### src/rtl/cp0_if.sv
// Pipeline-side signal bundle for the CP0 exception/interrupt controller.
// master = pipeline (M stage + fetch), slave = cp0.
interface cp0_if;
    logic        en;
    logic [4:0]  cp0_addr;
    logic [31:0] cp0_in;
    logic [31:0] cp0_out;
    logic [31:0] vpc;
    logic        bd_in;
    logic [4:0]  exc_in;
    logic [31:0] badvaddr_in;
    logic        eret;
    logic [5:0]  hw_int;
    logic        req;
    logic [31:0] epc_out;

    modport master (
        output en, cp0_addr, cp0_in, vpc, bd_in, exc_in, badvaddr_in, eret, hw_int,
        input  cp0_out, req, epc_out
    );

    modport slave (
        input  en, cp0_addr, cp0_in, vpc, bd_in, exc_in, badvaddr_in, eret, hw_int,
        output cp0_out, req, epc_out
    );
endinterface

### src/rtl/cp0.sv
// Coprocessor-0: SR/Cause/EPC, interrupt/exception redirect request, mtc0/mfc0, eret target.
// Optional BadVAddr register (reg 8) enabled by defining CP0_BADVADDR_EN.
module cp0 (
    input  logic   clk,
    input  logic   rst,
    cp0_if.slave   bus
);
    localparam logic [31:0] PRID = 32'h4348_5030;

    logic [5:0]  im_reg;
    logic        exl_reg;
    logic        ie_reg;
    logic        bd_reg;
    logic [5:0]  ip_reg;
    logic [4:0]  exc_code_reg;
    logic [31:0] epc_reg;
    logic [31:0] badvaddr_rd;

    logic        int_req;
    logic        exc_req;
    logic [31:0] victim_pc;

    // Interrupts use the raw lines, not the registered IP copy.
    assign int_req   = (|(bus.hw_int & im_reg)) & ie_reg & ~exl_reg;
    assign exc_req   = (bus.exc_in != 5'd0) & ~exl_reg;
    assign bus.req   = ~rst & (int_req | exc_req);
    assign victim_pc = bus.bd_in ? (bus.vpc - 32'd4) : bus.vpc;
    assign bus.epc_out = epc_reg;

    always_ff @(posedge clk) begin
        if (rst) begin
            im_reg       <= '0;
            exl_reg      <= 1'b0;
            ie_reg       <= 1'b0;
            bd_reg       <= 1'b0;
            ip_reg       <= '0;
            exc_code_reg <= '0;
            epc_reg      <= '0;
        end else begin
            ip_reg <= bus.hw_int;
            if (bus.req) begin
                exl_reg      <= 1'b1;
                exc_code_reg <= int_req ? 5'd0 : bus.exc_in;
                bd_reg       <= bus.bd_in;
                epc_reg      <= {victim_pc[31:2], 2'b00};
            end else if (bus.eret) begin
                exl_reg <= 1'b0;
            end else if (bus.en) begin
                case (bus.cp0_addr)
                    5'd12: begin
                        im_reg  <= bus.cp0_in[15:10];
                        exl_reg <= bus.cp0_in[1];
                        ie_reg  <= bus.cp0_in[0];
                    end
                    5'd14:   epc_reg <= {bus.cp0_in[31:2], 2'b00};
                    default: ;
                endcase
            end
        end
    end

`ifdef CP0_BADVADDR_EN
    logic [31:0] badvaddr_reg;
    logic        fetch_fault;

    // A misaligned or out-of-text-range PC means the fetch itself faulted.
    assign fetch_fault = (bus.vpc[1:0] != 2'b00) || (bus.vpc < 32'h0000_3000) ||
                         (bus.vpc > 32'h0000_6ffc);

    always_ff @(posedge clk) begin
        if (rst) begin
            badvaddr_reg <= '0;
        end else if (bus.req && !int_req &&
                     (bus.exc_in == 5'd4 || bus.exc_in == 5'd5)) begin
            badvaddr_reg <= fetch_fault ? bus.vpc : bus.badvaddr_in;
        end
    end

    assign badvaddr_rd = badvaddr_reg;
`else
    logic unused_badvaddr;
    assign unused_badvaddr = ^bus.badvaddr_in;
    assign badvaddr_rd     = '0;
`endif

    always_comb begin
        bus.cp0_out = '0;
        case (bus.cp0_addr)
            5'd8:  bus.cp0_out = badvaddr_rd;
            5'd12: bus.cp0_out = {16'b0, im_reg, 8'b0, exl_reg, ie_reg};
            5'd13: bus.cp0_out = {bd_reg, 15'b0, ip_reg, 3'b0, exc_code_reg, 2'b00};
            5'd14: bus.cp0_out = epc_reg;
            5'd15: bus.cp0_out = PRID;
            default: bus.cp0_out = '0;
        endcase
    end
endmodule

### src/flat_wrapper.sv
// flat-port wrapper written by rule: the top's interface ports become plain ports
module cp0_flat 
  (clk, rst, bus_en, bus_cp0_addr, bus_cp0_in, bus_vpc, bus_bd_in, bus_exc_in, bus_badvaddr_in, bus_eret, bus_hw_int, bus_cp0_out, bus_req, bus_epc_out);
  cp0_if bus_i ();
  input  logic clk;
  input  logic rst;
  input wire logic [$bits(bus_i.en)-1:0] bus_en;
  input wire logic [$bits(bus_i.cp0_addr)-1:0] bus_cp0_addr;
  input wire logic [$bits(bus_i.cp0_in)-1:0] bus_cp0_in;
  input wire logic [$bits(bus_i.vpc)-1:0] bus_vpc;
  input wire logic [$bits(bus_i.bd_in)-1:0] bus_bd_in;
  input wire logic [$bits(bus_i.exc_in)-1:0] bus_exc_in;
  input wire logic [$bits(bus_i.badvaddr_in)-1:0] bus_badvaddr_in;
  input wire logic [$bits(bus_i.eret)-1:0] bus_eret;
  input wire logic [$bits(bus_i.hw_int)-1:0] bus_hw_int;
  output wire logic [$bits(bus_i.cp0_out)-1:0] bus_cp0_out;
  output wire logic [$bits(bus_i.req)-1:0] bus_req;
  output wire logic [$bits(bus_i.epc_out)-1:0] bus_epc_out;
  assign bus_i.en = bus_en;
  assign bus_i.cp0_addr = bus_cp0_addr;
  assign bus_i.cp0_in = bus_cp0_in;
  assign bus_i.vpc = bus_vpc;
  assign bus_i.bd_in = bus_bd_in;
  assign bus_i.exc_in = bus_exc_in;
  assign bus_i.badvaddr_in = bus_badvaddr_in;
  assign bus_i.eret = bus_eret;
  assign bus_i.hw_int = bus_hw_int;
  assign bus_cp0_out = bus_i.cp0_out;
  assign bus_req = bus_i.req;
  assign bus_epc_out = bus_i.epc_out;
  cp0 u_core (.clk(clk), .rst(rst), .bus(bus_i));
endmodule
### config.mk
export PLATFORM = sky130hd
export DESIGN_NAME = cp0_flat
export DESIGN_NICKNAME = d
export VERILOG_FILES = /design/src/rtl/cp0_if.sv /design/src/rtl/cp0.sv /design/src/flat_wrapper.sv
export SDC_FILE = /design/constraint.sdc
export NUM_CORES = 1
export LEC_CHECK = 0
export ABC_CLOCK_PERIOD_IN_PS = 3130
export BUFFER_PORTS_ARGS = -buffer_cell sky130_fd_sc_hd__clkbuf_2
export CAP_MARGIN = 30
export CORE_MARGIN = 5
export CORE_UTILIZATION = 49
export DETAILED_ROUTE_END_ITERATION = 10
export GPL_TIMING_DRIVEN = 0
export PLACE_DENSITY = 0.94
export SETUP_SLACK_MARGIN = 0.4
export SLEW_MARGIN = 5
export SYNTH_ARGS = -nofsm -noshare
export SYNTH_HDL_FRONTEND = slang
export SYNTH_SLANG_ARGS = --single-unit
### constraint.sdc
create_clock -name clk -period 3.13 [get_ports clk]
set_input_delay 0.313 -clock clk [delete_from_list [all_inputs] [get_ports clk]]
set_output_delay 0.313 -clock clk [all_outputs]
set_load 0.01 [all_outputs]
==> flow_metrics.tcl <==
set metrics [dict create \
    die_y_um 94.39 \
    die_x_um 94.39 \
    min_period_ns 2.497 \
    fin_cells 653 \
    detail-route-antenna-nets 0 \
    holdPathStages 2 \
    setup_viol 0 \
    first_pass_iters 5 \
    yosysSeqAreaShare_pct 28.68 \
    holdPathEnd "u_core.ip_reg[1]" \
    clock-root-buffer "clkbuf_8" \
    overflow 0 \
    cts_tree "built" \
    path_delay_family "buffers and inverters" \
    antenna_found_initial 0 \
    async_reset_ff_share_pct 0 \
    cp-start-kind "input port" \
    slew_viol_final 0 \
    cp.required_ns 2.82 \
    post_drt_via_cell_ratio 6.273 \
    r2r_cells 5 \
    grt_max_degree 17 \
    finalWeightedCongestion 1.031 \
    final_cell_mix "clkbuf_2, dfxtp_1, nor2_1" \
    cts_resized 0 \
    worstPathCellList "clkbuf_2, and3b_1, clkbuf_1, clkbuf_1, clkbuf_1, o221a_2, clkbuf_2" \
    first_iter_violations 309 \
    slew_headroom_pct 45.49 \
    clk_latency_ns 0.32 \
    nNetsFinal 674 \
    ys_ff_latch 50 \
    worst_r2r_startpoint "u_core.im_reg[2]" \
    n_antenna_cell 0 \
    cp_slowest_cell "clkbuf_1" \
    dpl.cell_count 645 \
    die_area_um2 8909 \
    clk_pin_slew_ns 0.10 \
    cts_hold_buf 0 \
    multi_input_area_um2 2297 \
    hpwl_mm 9.978 \
    rsz0062_at_grt "no" \
    ioPinCount 182 \
    setup_tns_ns 0 \
    largest_register_ffs 30 \
    layout-drive-gt1-share_pct 32.14 \
    start_util_pct 50.80 \
    grt.total_usage_pct 27.51 \
    r2r_setup_slack_ns 0.88 \
    drc_errors 0 \
    rows 30 \
    synth_top_flop_cell "dfxtp_1" \
    status "complete, no violations" \
    arrival_ns 2.18 \
    hold_viol 0 \
    cts_htree_levels 2 \
    finClkSkew_ns 0.009174 \
    cap_violations 0 \
    hold_class "input port to flop" \
    grt_pass1_vias 3843 \
    numPortBuffers 142 \
    cts_buffers 5 \
    syn2layout_area_growth_pct 27.14 \
    synth_area_per_cell_um2 8.595 \
    fmax_ghz 0.4004 \
    synth_area_um2 3490 \
    routed-via-count 4096 \
    clock_path_buffers 2 \
    rr_endpoint "u_core.bus.epc_out[18]" \
    postCtsSetupBuffers 0 \
    ff_latch_area_um2 1001 \
    finalCritPeriodShare_pct 79.79 \
    wl_per_cell_um 19.23 \
    routed_wl_mm 12.56 \
    final_common_cell "clkbuf_2" \
    grt_pass1_wl_mm 19.51 \
    nFillCells 594 \
    critPathKind "input port to output port" \
    hold_path.startpoint "bus_hw_int[1]" \
    crit_fanout 10 \
    cp_common_cell "clkbuf_1" \
    p_leak_nw 1.870 \
    cts_sinks 50 \
    critical_path.max_stage_delay_ns 0.48 \
    synth-edff-count 0 \
    yosys.cell_types.count 58 \
    critPathCaptureType "output port" \
    powerDensity_nw_per_um2 356.4 \
    core-area_um2 6869 \
    path_buf_inv 5 \
    ir_worst_vdd_mv 0.1972 \
    synthCells 406 \
    yosysWarnings 0 \
    tightest_slew_ns 0.7971 \
]
==> worst register-to-register path: stages, from the launching register on <==
cell and delay, ns:
dfxtp_1 0.36, a22oi_1 0.13, a311oi_2 0.66, clkbuf_1 0.38, a2111oi_0 0.19, a311oi_1 0.41
==> worst max-delay path by stage <==
stage                     from                     end  slack (ns)  depth (start not counted)
6_report       bus_cp0_addr[4]         bus_cp0_out[12]        0.63                          7
5_1_grt        bus_cp0_addr[4]         bus_cp0_out[12]        0.52                          7
4_1_cts        bus_cp0_addr[4]         bus_cp0_out[12]        0.70                          7
3_5_place_dp   bus_cp0_addr[4]         bus_cp0_out[12]        0.70                          7
3_3_place_gp   bus_cp0_addr[4]         bus_cp0_out[12]        0.74                          7
2_1_floorplan    bus_exc_in[3]  u_core.bus.epc_out[10]        1.27                          6
==> area by class of cell <==
type | instances | area share, %
Inverter | 5 | 0.4230
Timing Repair Buffer | 142 | 16.02
Sequential cell | 50 | 22.56
Clock buffer | 5 | 1.551
Tap cell | 96 | 2.707
Clock inverter | 3 | 0.9870
Multi-Input combinational cell | 314 | 51.78
Buffer | 38 | 3.976
==> kinds of logic (layout without fill, tap and decap cells) <==
family	count (synthesis)	after routing	synth area share (%)
other	1	2	0.1075
muxes	23	23	6.669
and+or+nand+nor	169	169	31.91
DFF	50	50	28.68
adders and majority gates	1	1	0.3585
buffers and inverters	43	193	5.593
AOI/OAI and AO/OA	110	110	24.42
xor gates and xnor gates	9	9	2.259
==> synthesized netlist by cell type, drive strengths merged (2+ instances only) <==
library cell   n  area (um2)
mux2           2       22.52
or4           10       75.07
or4b           3       30.03
o21a           3       22.52
and3          15       93.84
nand4          8       65.06
nand3          8       40.04
inv            5       18.77
xor2           7       61.31
a2111oi       22       192.7
nor2          39       148.9
nor4           4       55.05
nand2          7       28.78
nor3           7       62.56
or2            3       18.77
or2b           2       15.01
o31a           3       26.28
xnor2          2       17.52
dfxtp         50        1001
buf           11       75.07
mux2i         21       210.2
a22oi          9       67.56
clkbuf        27       101.4
nor2b          9       56.30
and3b          2       17.52
a211oi        17       127.6
nand3b         3       22.52
o21ai          7       35.03
o221a          2       22.52
a311oi        16       146.4
and4          23       201.4
a21oi         12       60.06
or3            6       37.54
o31ai          9       67.56
o41ai          3       26.28
nand2b        18       112.6
==> layer usage <==
metal | wire length (um) | GRT usage (%) | vias to the layer above
met2 | 6145 | 47.16 | 250
met3 | 1154 | 5.259 | 35
li1 | - | - | 1900
met1 | 4929 | 34.80 | 1911
met5 | 0 | 0 | -
met4 | 328 | 8.664 | 0
==> metrics by stage <==
step,hold WS (ns),worst slack [ns],power [mW],instance area [um2],util (%)
6_report,0.2235,0.6327,1.581,4437,64.59
4_1_cts,0.2227,0.6957,1.567,4437,64.59
2_1_floorplan,0.4412,1.267,0.9254,3493,-
3_3_place_gp,0.4536,0.7416,1.101,4324,62.95
3_5_place_dp,0.4644,0.7006,1.110,4324,62.95
5_1_grt,0.2229,0.5159,1.641,4437,64.59
==> report_power, final <==
| group | switching, mW | internal [mW] |
|---|---|---|
| Clock | 0.233 | 0.240 |
| Sequential | 0.0429 | 0.684 |
| Combinational | 0.226 | 0.155 |
| Total | 0.502 | 1.08 |
Power figures use the tool's default switching activity.
